### src/rtl/wb_stage_if.sv
// wb_stage_if: result handshakes, issue/scoreboard inputs, decode hazard outputs and register-file write port
interface wb_stage_if #(parameter int XLEN = 32);
  logic            alu_valid;
  logic [4:0]      alu_rd;
  logic [XLEN-1:0] alu_data;
  logic            alu_ready;
  logic            mem_valid;
  logic [4:0]      mem_rd;
  logic [XLEN-1:0] mem_data;
  logic            mem_ready;
  logic            issue_valid;
  logic            issue_long;
  logic [4:0]      issue_rd;
  logic [4:0]      rs1;
  logic [4:0]      rs2;
  logic            rs1_busy;
  logic            rs2_busy;
  logic            rs1_fwd;
  logic            rs2_fwd;
  logic [4:0]      rd;
  logic            reg_wen;
  logic [XLEN-1:0] data_in;
  modport master (
    output alu_valid, alu_rd, alu_data, mem_valid, mem_rd, mem_data,
           issue_valid, issue_long, issue_rd, rs1, rs2,
    input  alu_ready, mem_ready, rs1_busy, rs2_busy, rs1_fwd, rs2_fwd,
           rd, reg_wen, data_in
  );
  modport slave (
    input  alu_valid, alu_rd, alu_data, mem_valid, mem_rd, mem_data,
           issue_valid, issue_long, issue_rd, rs1, rs2,
    output alu_ready, mem_ready, rs1_busy, rs2_busy, rs1_fwd, rs2_fwd,
           rd, reg_wen, data_in
  );
endinterface

### src/rtl/wb_stage.sv
// wb_stage: writeback arbiter (mem over ALU) with long-latency scoreboard and decode hazard/bypass; WB_BYPASS_EN enables forwarding
module wb_stage #(parameter int XLEN = 32) (
  input logic       clk,
  input logic       rst,
  wb_stage_if.slave bus
);
  logic [4:0]      r_rd;
  logic            r_wen;
  logic [XLEN-1:0] r_data;
  logic [31:1]     r_pend;
  logic            w_mem_acc;
  logic            w_alu_acc;
  logic            w_acc;
  logic [4:0]      w_src_rd;
  logic [XLEN-1:0] w_src_data;
  logic [31:1]     w_pend_nxt;
  logic [31:0]     w_pend;
  logic            w_hit1;
  logic            w_hit2;
  // Fixed-priority accept: a valid memory result always wins, the ALU waits
  always_comb begin
    w_mem_acc  = bus.mem_valid && !rst;
    w_alu_acc  = bus.alu_valid && !rst && !bus.mem_valid;
    w_acc      = w_mem_acc || w_alu_acc;
    w_src_rd   = w_mem_acc ? bus.mem_rd : bus.alu_rd;
    w_src_data = w_mem_acc ? bus.mem_data : bus.alu_data;
  end
  // Next scoreboard: a new long issue to rd overrides a same-cycle memory completion of rd
  always_comb begin
    w_pend_nxt = '0;
    for (int i = 1; i < 32; i++)
      w_pend_nxt[i] = (bus.issue_valid && bus.issue_long && bus.issue_rd == 5'(i)) ||
                      (r_pend[i] && !(w_mem_acc && bus.mem_rd == 5'(i)));
  end
  assign w_pend = {r_pend, 1'b0};
  assign w_hit1 = r_wen && (r_rd == bus.rs1) && (bus.rs1 != 5'd0);
  assign w_hit2 = r_wen && (r_rd == bus.rs2) && (bus.rs2 != 5'd0);
  assign bus.mem_ready = !rst;
  assign bus.alu_ready = !rst && !bus.mem_valid;
  assign bus.rd        = r_rd;
  assign bus.reg_wen   = r_wen;
  assign bus.data_in   = r_data;
`ifdef WB_BYPASS_EN
  assign bus.rs1_busy = !rst && w_pend[bus.rs1];
  assign bus.rs2_busy = !rst && w_pend[bus.rs2];
  assign bus.rs1_fwd  = !rst && w_hit1 && !w_pend[bus.rs1];
  assign bus.rs2_fwd  = !rst && w_hit2 && !w_pend[bus.rs2];
`else
  assign bus.rs1_busy = !rst && (w_pend[bus.rs1] || w_hit1);
  assign bus.rs2_busy = !rst && (w_pend[bus.rs2] || w_hit2);
  assign bus.rs1_fwd  = 1'b0;
  assign bus.rs2_fwd  = 1'b0;
`endif
  // Register the accepted result; rd/data hold when idle, x0 completes without a write
  always_ff @(posedge clk) begin
    if (rst) begin
      r_wen  <= 1'b0;
      r_rd   <= '0;
      r_data <= '0;
      r_pend <= '0;
    end else begin
      r_wen  <= w_acc && (w_src_rd != 5'd0);
      r_rd   <= w_acc ? w_src_rd : r_rd;
      r_data <= w_acc ? w_src_data : r_data;
      r_pend <= w_pend_nxt;
    end
  end
endmodule

### src/flat_wrapper.sv
// flat-port wrapper written by rule: the top's interface ports become plain ports
module wb_stage_flat 
#(parameter int XLEN = 32)
  (clk, rst, bus_alu_valid, bus_alu_rd, bus_alu_data, bus_mem_valid, bus_mem_rd, bus_mem_data, bus_issue_valid, bus_issue_long, bus_issue_rd, bus_rs1, bus_rs2, bus_alu_ready, bus_mem_ready, bus_rs1_busy, bus_rs2_busy, bus_rs1_fwd, bus_rs2_fwd, bus_rd, bus_reg_wen, bus_data_in);
  wb_stage_if #(.XLEN(XLEN)) bus_i ();
  input logic clk;
  input logic rst;
  input wire logic [$bits(bus_i.alu_valid)-1:0] bus_alu_valid;
  input wire logic [$bits(bus_i.alu_rd)-1:0] bus_alu_rd;
  input wire logic [$bits(bus_i.alu_data)-1:0] bus_alu_data;
  input wire logic [$bits(bus_i.mem_valid)-1:0] bus_mem_valid;
  input wire logic [$bits(bus_i.mem_rd)-1:0] bus_mem_rd;
  input wire logic [$bits(bus_i.mem_data)-1:0] bus_mem_data;
  input wire logic [$bits(bus_i.issue_valid)-1:0] bus_issue_valid;
  input wire logic [$bits(bus_i.issue_long)-1:0] bus_issue_long;
  input wire logic [$bits(bus_i.issue_rd)-1:0] bus_issue_rd;
  input wire logic [$bits(bus_i.rs1)-1:0] bus_rs1;
  input wire logic [$bits(bus_i.rs2)-1:0] bus_rs2;
  output wire logic [$bits(bus_i.alu_ready)-1:0] bus_alu_ready;
  output wire logic [$bits(bus_i.mem_ready)-1:0] bus_mem_ready;
  output wire logic [$bits(bus_i.rs1_busy)-1:0] bus_rs1_busy;
  output wire logic [$bits(bus_i.rs2_busy)-1:0] bus_rs2_busy;
  output wire logic [$bits(bus_i.rs1_fwd)-1:0] bus_rs1_fwd;
  output wire logic [$bits(bus_i.rs2_fwd)-1:0] bus_rs2_fwd;
  output wire logic [$bits(bus_i.rd)-1:0] bus_rd;
  output wire logic [$bits(bus_i.reg_wen)-1:0] bus_reg_wen;
  output wire logic [$bits(bus_i.data_in)-1:0] bus_data_in;
  assign bus_i.alu_valid = bus_alu_valid;
  assign bus_i.alu_rd = bus_alu_rd;
  assign bus_i.alu_data = bus_alu_data;
  assign bus_i.mem_valid = bus_mem_valid;
  assign bus_i.mem_rd = bus_mem_rd;
  assign bus_i.mem_data = bus_mem_data;
  assign bus_i.issue_valid = bus_issue_valid;
  assign bus_i.issue_long = bus_issue_long;
  assign bus_i.issue_rd = bus_issue_rd;
  assign bus_i.rs1 = bus_rs1;
  assign bus_i.rs2 = bus_rs2;
  assign bus_alu_ready = bus_i.alu_ready;
  assign bus_mem_ready = bus_i.mem_ready;
  assign bus_rs1_busy = bus_i.rs1_busy;
  assign bus_rs2_busy = bus_i.rs2_busy;
  assign bus_rs1_fwd = bus_i.rs1_fwd;
  assign bus_rs2_fwd = bus_i.rs2_fwd;
  assign bus_rd = bus_i.rd;
  assign bus_reg_wen = bus_i.reg_wen;
  assign bus_data_in = bus_i.data_in;
  wb_stage #(.XLEN(XLEN)) u_core (.clk(clk), .rst(rst), .bus(bus_i));
endmodule
### config.mk
export PLATFORM = sky130hd
export DESIGN_NAME = wb_stage_flat
export DESIGN_NICKNAME = d
export VERILOG_FILES = /design/src/rtl/wb_stage_if.sv /design/src/rtl/wb_stage.sv /design/src/flat_wrapper.sv
export SDC_FILE = /design/constraint.sdc
export NUM_CORES = 1
export LEC_CHECK = 0
export BUFFER_PORTS_ARGS = -buffer_cell sky130_fd_sc_hd__buf_2
export CAP_MARGIN = 30
export CORE_AREA = 2 2 95 97
export DETAILED_ROUTE_END_ITERATION = 8
export DIE_AREA = 0 0 97 99
export GPL_TIMING_DRIVEN = 0
export PLACE_DENSITY = 0.76
export SYNTH_ARGS = -nofsm -noshare
export SYNTH_HDL_FRONTEND = slang
export SYNTH_SLANG_ARGS = --single-unit
### constraint.sdc
create_clock -name clk -period 1.3 [get_ports clk]
set_input_delay 0.065 -clock clk [delete_from_list [all_inputs] [get_ports clk]]
set_output_delay 0.065 -clock clk [all_outputs]
set_load 0.05 [all_outputs]
### Yosys cells after proc, flatten, opt, wreduce, memory -nomap -nowiden

Cells that the tools add are included.

| storage, ports and cells | value |
|---|---|
| register bits | 69 |
| bits of input ports | 95 |
| output and inout port bits | 44 |
| word-level logic and storage cells | 251 |

| cells by class | value |
|---|---|
| magnitude comparators | 2 |
| equality and inequality tests | 64 |
| multiplexer cells | 6 |
| reduce and logical (&&, ||, !) cells | 175 |

Operators by type and width:

| operator | number |
|---|---|
| == test 5 bit (second input constant) | 32 |
| logical AND 1 bit | 105 |
| == test 5 x 4 -> 1 bit (second input constant) | 16 |
| == test 5 x 3 -> 1 bit (second input constant) | 8 |
| logical OR 1 bit | 34 |
| zero test 1 bit | 33 |
| two-way mux 32 bit | 1 |
| == test 5 x 2 -> 1 bit (second input constant) | 4 |
| nonzero test 5 bit | 3 |
| < comparator 5 x 6 -> 1 bit (second input constant) | 2 |
| binary-select mux 1 bit (select 5 bit) | 2 |
| == test 5 x 1 -> 1 bit (second input constant) | 2 |
| == test 5 bit | 2 |
| two-way mux 5 bit | 1 |
| two-way mux 1 bit | 2 |

### Longest topological paths before layout

Gate-level depths: netlist (run 1).

| logic depth | value |
|---|---|
| depth in word-level cells | 6 |
| depth in mapped cells | 6 |
| depth with buffers taken out | 5 |

### Least setup slack after synthesis (run 1)

OpenSTA, ideal clock, no wires.

| timing path | value |
|---|---|
| kind | flip-flop to output port |
| start point | register u_core.r_rd[0] (netlist: u_core.bus.rd[0]) |
| end point | output port bus_rs1_busy |
| data arrival time | 2.124 ns |
| path slack | -0.889 ns |
| stages on the path, launching flop included | 6 |
| path buffers | 0 |
| cell sequence | dfxtp_1 > nor4_1 > nor3_1 > a21oi_1 > nand4b_1 > a41oi_1 |

| on the way | value |
|---|---|
| cells in the longest elaborated chain, start to end | 5 |

Ends and longest elaborated chain:

| element | RTL line | RTL |
|---|---|---|
| start: declaration | wb_stage.sv:7 | `logic [4:0] r_rd;` |
| start signal: assignment | wb_stage.sv:63 | `r_rd <= w_acc ? w_src_rd : r_rd;` |
| == test 5 bit | wb_stage.sv:36 | `assign w_hit1 = r_wen && (r_rd == bus.rs1) && (bus.rs1 != 5'd0);` |
| logical AND 1 bit (2 in a row) | wb_stage.sv:36 |  |
| logical OR 1 bit | wb_stage.sv:49 | `assign bus.rs1_busy = !rst && (w_pend[bus.rs1] \|\| w_hit1);` |
| logical AND 1 bit | wb_stage.sv:49 |  |
| end: declaration | flat_wrapper.sv:21 | `output wire logic [$bits(bus_i.rs1_busy)-1:0] bus_rs1_busy;` |

No other way between the ends.

### Worst setup path after layout (run 1)

| timing path | value |
|---|---|
| start point | register u_core.r_pend[22] (netlist name) |
| end point | output port bus_rs1_busy |

| on the way | value |
|---|---|
| cells in the longest elaborated chain, start to end | 4 |

Ends and longest elaborated chain:

| element | RTL line | RTL |
|---|---|---|
| start: declaration | wb_stage.sv:10 | `logic [31:1] r_pend;` |
| start signal: assignment | wb_stage.sv:65 | `r_pend <= w_pend_nxt;` |
| binary-select mux 1 bit (select 5 bit) | wb_stage.sv:49 |  |
| two-way mux 1 bit (implied by the code) | wb_stage.sv:49 |  |
| logical OR 1 bit | wb_stage.sv:49 |  |
| logical AND 1 bit | wb_stage.sv:49 |  |

No other way between the ends. The select of a mux whose other input is x is not followed.

==> impl_results.md, run 1 <==
* Ys flop type: dfxtp_1
* TritonCTS clock tree: yes
* Vias in the first global route at 3,974
* Global placer's final weighted congestion at 0.909
* Status: finished, violations left
* Synth cell types at 39
* Port buffer count at 130
* Skew-Pair Late Insertion Delay at 0.34 ns
* Worst setup path class: flop to output port
* Synth async-reset ratio at 0
* Max-Cap Viols at 0
* Critical path required time at 1.24 ns
* Filler Cell Count at 738
* Crit-path slowest cell: mux4_2
* Final hold vios at 0
* Pin count of the biggest net entering global routing at 13
* Instance count of the mapped netlist at 461
* HP Class: input port to flop
* DR iter-0 viols at 331
* Slew margin rel. at 0.604
* Critical path launch point type: flop
* Total die area at 9600 um2
* Area taken by multi-input logic gates at 2270 um2
* Std-Cell Rows at 34
* Violated checks: setup timing
* Gate power share at 0.243
* NetSw at 1.68 mW
* Vias per cell at 5.50
* Global-route wire length before repair at 19,400 um
* Final core occ at 0.604
* Internal power at 3.45 mW
* Dpl cell area at 4590 um2
* Register area at 1400 um2
* Post-route cell area at 5170 um2
* Dpl hpwl at 8440 um
* Final Total Pwr at 5.13 mW
* CP Buf/Inv Count at 1
* CP Cell Sequence: mux4_2 > mux2_4 > nand3b_1 > a41oi_4 > buf_6
* Grt peak-use layer: met2
* Nets@finish at 731
* Setup slack after layout at -0.626 ns
* CTS H-tree lvls at 3
* Remaining global-route overflow at 0
* Fmax at 519 MHz
* Synthesized area at 3740 um2
* Share of the synthesized area in the top cell type at 0.369
* Minimum clock period after layout at 1.93 ns
* Die X at 97 um
* RSZ-0062 raised after global routing: yes
* Largest cells by area after synthesis: dfxtp_1 (37%), mux2i_1 (11%), a21oi_1 (9.8%), nor2_1 (8.3%), o21ai_0 (4.5%)
* Synth Register Bits at 69
* Fraction of layout cells with a size suffix above 1 at 0.316
* DRT antenna net count at 0
* Post-synth EDFFs at 0
* Setup crit end kind: output port
* Initial core utilization at 0.438
* Met3 Use GR at 0.0411
* Sw Share at 0.327
* Placed cells at 700
* Number of remaining DRC errors at 0
* I/O pin count at 139
* GR Util met2 at 0.412
* LEAKAGE at 2.26 nW
* Area leader, netlist: dfxtp_1
* Clock root buffer master: clkbuf_8
* Diode count at 0
* Fin cells at 748
* Finish-stage setup viols at 2
* Worst-margin pin slew at 0.592 ns
* Final setup skew at 0 ns
* Die Height at 99 um
* Maximum fanout along the worst path at 3
* Clock Path Buffers at 2
* Sequential share of power at 0.440
* Family with the most delay on the worst path: multiplexers
* Clock power frac at 0.318
* Total clock sinks at 69
* Synth Area per Inst at 8.12 um2
* Worst Path Arrival at 1.86 ns
* PwrDens at 993 nW/um2
* Via count at 4,114
* Per-cell routed wire length at 16.2 um
* GR Util All Layers at 0.248
* Setup TNS at -1.24 ns
* Fin. max-slew vios at 0
* Antenna violations before repair at 0
* Core area at 8550 um2
* Post-Route WL at 12,100 um
* Area growth syn-to-layout at 38.0%
* Crit share post-route at 1.48
* Synthesis warning total at 0
* Worst-path clk slew at 0.07 ns
* Grt met1 use at 0.314
* Max stage delay on crit path at 0.46 ns
* Num CTS Buffers at 9
* Peak supply drop at 0.519 mV
* Drt first pass iters at 4
* Register area share after synthesis at 0.369
-- flip-flops by register name (all words and copies together), names as in the netlist --
register,count
u_core.bus.data_in,32
u_core.bus.rd,5
u_core.bus.reg_wen,1
u_core.r_pend,31
-- cells in the mapped netlist (all sizes together) (7+ instances only) --
master and count:
buf 17, nor2b 8, nor3 7, mux2i 43, mux2 8, clkbuf 17
o21ai 34, nand2 38, dfxtp 69, a21oi 73, mux4 9, nand3 14
nor2 83
-- cells in the final DEF, fill, tap and decap left out, types with 3 or more instances in the layout --
cell type      synthesis  routed
nand3b_1               4       4
xor2_1                 6       6
buf_1                  4       3
clkbuf_1              17      15
nor2_1                83      82
dfxtp_1               69      61
nor3_1                 7       7
mux2i_1               43      43
o21ai_0               34      32
nand3_1               14      14
dfxtp_4                0       4
buf_2                  7     136
mux2_2                 8       7
dfxtp_2                0       4
buf_4                  3       4
a21oi_1               73      72
nor2b_1                8       8
nand2_1               38      36
mux4_2                 5       8
dlygate4sd3_1          0      32
clkbuf_8               0       9
nor3b_1                4       3
buf_6                  3       5
-- through the flow --
| step | setup WS (ns) | hold WS [ns] |
|---|---|---|
| global route | -0.668 | 0.0325 |
| floorplan | -0.158 | 0.202 |
| detailed placement | -0.409 | 0.300 |
| finish | -0.626 | 0.0151 |
| CTS | -0.636 | 0.000601 |
| global placement | -0.391 | 0.291 |
-- layer usage --
layer,part of all wire,up-vias,wire length (um)
met5,0,-,0
met4,0.037,0,455
met3,0.072,39,875
met2,0.48,224,5870
met1,0.41,1888,4940
li1,-,1963,-
-- worst reg2reg max path: stages, from the launching register on --
cell,delay [ns]
dfxtp_1,0.33
mux2i_1,0.13
nor2_1,0.05
a21oi_1,0.16
nor2_1,0.06
-- power groups by stage --
stage / Clock (mW) / Combinational (mW) / Sequential (mW)
2_1_floorplan: 0 / 0.504 / 2.56
3_3_place_gp: 0 / 1.11 / 2.30
3_5_place_dp: 0 / 1.13 / 2.30
4_1_cts: 1.65 / 1.22 / 2.25
5_1_grt: 1.74 / 1.33 / 2.26
6_report: 1.63 / 1.24 / 2.25
-- kinds of logic (layout without fill, tap and decap cells) --
family / after synthesis / in the layout / synth area share
flip-flops: 69 / 69 / 0.369
other: 1 / 2 / 0.00100
AO/OA/AOI/OAI: 117 / 117 / 0.165
AND/OR/NAND/NOR: 170 / 170 / 0.201
XOR/XNOR: 8 / 8 / 0.0187
buffers and inverters: 36 / 214 / 0.0474
multiplexers: 60 / 60 / 0.197
-- path summary, 6_finish.rpt --
check             depth (start not counted)                            endpoint  slack, ns                          startpoint
setup / recovery                          5                        bus_rs1_busy      -0.63        u_core.r_pend[22]$_SDFF_PP0_
hold / removal                            3       u_core.bus.rd[0]$_SDFFE_PP0P_       0.02                       bus_mem_rd[0]
setup reg to reg                          4  u_core.bus.data_in[6]$_SDFFE_PP0P_       0.45  u_core.bus.data_in[6]$_SDFFE_PP0P_
hold reg to reg                           2        u_core.r_pend[31]$_SDFF_PP0_       0.49        u_core.r_pend[31]$_SDFF_PP0_
-- what timing repair did --
item	CTS	global route
resized for setup	16	6
buffers inserted	0	1
hold buffers	32	0
setup endpoints to repair	3	4
endpoints found under the hold margin	32	0
pin swaps	4	3
-- final cells by class --
| class | count | share of cell area |
|---|---|---|
| Buffer | 34 | 0.0337 |
| Clock buffer | 10 | 0.0288 |
| Clock inverter | 5 | 0.00678 |
| Inverter | 2 | 0.00145 |
| Multi-Input combinational cell | 357 | 0.440 |
| Sequential cell | 69 | 0.271 |
| Tap cell | 108 | 0.0262 |
| Timing Repair Buffer | 163 | 0.192 |
Power figures use the tool's default switching activity.
==> run 2: changes to the inputs <==
--- a/config.mk
+++ b/config.mk
@@ -14,2 +14,3 @@
 export PLACE_DENSITY = 0.76
+export SKIP_LAST_GASP = 1
 export SYNTH_ARGS = -nofsm -noshare
==> constraint.sdc (replaced) <==
create_clock -name clk -period 1.3 [get_ports clk]
set_input_delay 0.13 -clock clk [delete_from_list [all_inputs] [get_ports clk]]
set_output_delay 0.13 -clock clk [all_outputs]
set_load 0.05 [all_outputs]
==> impl_results.md, run 2 (same netlist as run 1, synthesis figures left out) <==
* Clock Path Buffers at 2 (unchanged)
* Worst r2r path cells at 4 (unchanged)
* Hold slack at -0.00421 ns (was 0.0151 ns)
* Worst setup path class: flop to output port (unchanged)
* Fin. max-slew vios at 0 (unchanged)
* Worst-path clk slew at 0.09 ns (was 0.07 ns)
* Pin count of the biggest net entering global routing at 14 (was 13)
* Port buffer count at 130 (unchanged)
* Dpl hpwl at 8820 um (was 8440 um)
* Final core occ at 0.580 (was 0.604)
* Max reg flops at 32 (unchanged)
* Area taken by multi-input logic gates at 2260 um2 (was 2270 um2)
* Core area at 8550 um2 (unchanged)
* Max stage delay on crit path at 0.48 ns (was 0.46 ns)
* Max-Cap Viols at 0 (unchanged)
* Skew-Pair Late Insertion Delay at 0.36 ns (was 0.34 ns)
* LEAKAGE at 2.17 nW (was 2.26 nW)
* Final hold vios at 1 (was 0)
* Crit share post-route at 1.56 (was 1.48)
* Finish-stage setup viols at 2 (unchanged)
* Number of remaining DRC errors at 0 (unchanged)
* Remaining global-route overflow at 0 (unchanged)
* DRT antenna net count at 0 (unchanged)
* Maximum fanout along the worst path at 3 (unchanged)
* Worst Setup EP: bus_rs1_busy (unchanged)
* Num CTS Buffers at 9 (unchanged)
* Family with the most delay on the worst path: multiplexers (unchanged)
* Post-Route WL at 12,100 um (about the same)
* Vias per cell at 5.63 (was 5.50)
* I/O pin count at 139 (unchanged)
* Die X at 97 um (unchanged)
* Register area at 1410 um2 (was 1400 um2)
* Global placer's final weighted congestion at 0.872 (was 0.909)
* Vias in the first global route at 3,780 (was 3,974)
* Global-route wire length before repair at 19,000 um (was 19,400 um)
* Nets@finish at 708 (was 731)
* CTS H-tree lvls at 3 (unchanged)
* Setup slack, reg-to-reg at 0.42 ns (was 0.45 ns)
* TritonCTS clock tree: yes (unchanged)
* HP Class: input port to flop (unchanged)
* Reg2reg start: u_core.bus.rd[3]$_SDFFE_PP0P_ (was u_core.bus.data_in[6]$_SDFFE_PP0P_)
* CP startpoint: u_core.r_pend[19]$_SDFF_PP0_ (was u_core.r_pend[22]$_SDFF_PP0_)
* Diode count at 0 (unchanged)
* Initial core utilization at 0.438 (unchanged)
* RSZ-0062 raised after global routing: yes (unchanged)
* Crit path depth at 5 (unchanged)
* Minimum clock period after layout at 2.03 ns (was 1.93 ns)
* Drt first pass iters at 5 (was 4)
* Crit-path slowest cell: mux4_2 (unchanged)
* PwrDens at 1060 nW/um2 (was 993 nW/um2)
* Die Height at 99 um (unchanged)
* Slew margin rel. at 0.593 (was 0.604)
* DR iter-0 viols at 333 (was 331)
* Filler Cell Count at 797 (was 738)
* Final setup skew at 0 ns (unchanged)
* Final Total Pwr at 5.23 mW (was 5.13 mW)
* Per-cell routed wire length at 16.6 um (was 16.2 um)
* Critical R2R Capture: u_core.bus.rd[3]$_SDFFE_PP0P_ (was u_core.bus.data_in[6]$_SDFFE_PP0P_)
* Setup slack after layout at -0.729 ns (was -0.626 ns)
* Total clock sinks at 69 (unchanged)
* Antenna violations before repair at 0 (unchanged)
* Commonest non-fill, non-tap cell in the layout: buf_2 (unchanged)
* Status: finished, violations left (unchanged)
* Clock root buffer master: clkbuf_8 (unchanged)
* CP Cell Sequence: mux4_2 > mux2_4 > nand3b_1 > a41oi_4 > buf_6 (unchanged)
* CP Buf/Inv Count at 1 (unchanged)
* Critical path required time at 1.17 ns (was 1.24 ns)
* Setup TNS at -1.45 ns (was -1.24 ns)
* Critical path launch point type: flop (unchanged)
* Peak supply drop at 0.432 mV (was 0.519 mV)
* Via count at 4,088 (was 4,114)
* Area growth syn-to-layout at 32.4% (was 38.0%)
* Worst-margin pin slew at 0.610 ns (was 0.592 ns)
* GR Util All Layers at 0.245 (was 0.248)
* Commonest cells after routing, fill and taps aside: buf_2 (134), nor2_1 (82), a21oi_1 (72) (was buf_2 (136), nor2_1 (82), a21oi_1 (72))
* Total die area at 9600 um2 (unchanged)
* Std-Cell Rows at 34 (unchanged)
* Setup crit end kind: output port (unchanged)
* Violated checks: hold timing, setup timing (was setup timing)
* Fmax at 493 MHz (was 519 MHz)
* Fraction of layout cells with a size suffix above 1 at 0.332 (was 0.316)
* Worst Path Arrival at 1.90 ns (was 1.86 ns)
run 2: cell count changes in the layout (fill, tap and decap cells not counted), sizes merged:
cell,delta
clkinvlp,+2
clkinv,-4
dlygate4sd3,-23
inv,+2
buf,-1
clkbuf,+2
run 2: timing repair:
item	CTS	global route
hold buffers	9	0
resized for setup	16	15
endpoints found under the hold margin	9	0
cloned	0	0
endpoints found under the setup margin	3	8
pin swaps	7	5
setup buffers	0	1
run 2: layer usage:
metal	global-route usage	vias to the layer above	wire length [um]
met5	0	-	0
met4	0.0888	0	332
met3	0.0447	37	960
met2	0.416	209	6050
met1	0.313	1919	4740
li1	-	1923	-
run 2: layout make-up:
cell class / instances / area share
multi-input cells: 357 / 0.456
flip-flops and latches: 69 / 0.283
repair buffers: 140 / 0.154
plain buffers: 34 / 0.0366
clock buffers: 11 / 0.0328
well taps: 108 / 0.0273
clock inverters: 5 / 0.00808
inverters: 2 / 0.00151
run 2: how the worst min path moves through the flow:
stage	startpoint	endpoint	slack (ns)	depth (start not counted)
finish	bus_mem_data[2]	u_core.bus.data_in[2]$_SDFFE_PP0P_	-0.004	3
global placement	bus_mem_data[2]	u_core.bus.data_in[2]$_SDFFE_PP0P_	0.36	3
floorplan	bus_mem_rd[0]	u_core.bus.rd[0]$_SDFFE_PP0P_	0.27	2
global route	bus_mem_data[19]	u_core.bus.data_in[19]$_SDFFE_PP0P_	0.009	3
detailed placement	bus_mem_data[10]	u_core.bus.data_in[10]$_SDFFE_PP0P_	0.36	3
CTS	bus_mem_data[9]	u_core.bus.data_in[9]$_SDFFE_PP0P_	0.0004	3
run 2: power breakdown:
| group | total [mW] | switching [mW] | internal [mW] |
|---|---|---|---|
| Clock | 1.80 | 0.921 | 0.874 |
| Sequential | 2.26 | 0.0602 | 2.20 |
| Combinational | 1.18 | 0.768 | 0.415 |
run 2: stage by stage:
stage	instances	area, um2	setup slack [ns]
2_1_floorplan	462	3800	-0.223
6_report	726	4960	-0.729
3_5_place_dp	700	4590	-0.581
4_1_cts	725	4930	-0.728
5_1_grt	726	4960	-0.767
3_3_place_gp	700	4590	-0.506
run 2: worst min-delay path: cells and delay by family:
family	cells	cell delay (ns)
buffers and inverters	1	0.08
and+or+nand+nor	1	0.07
AOI/OAI and AO/OA	1	0.05
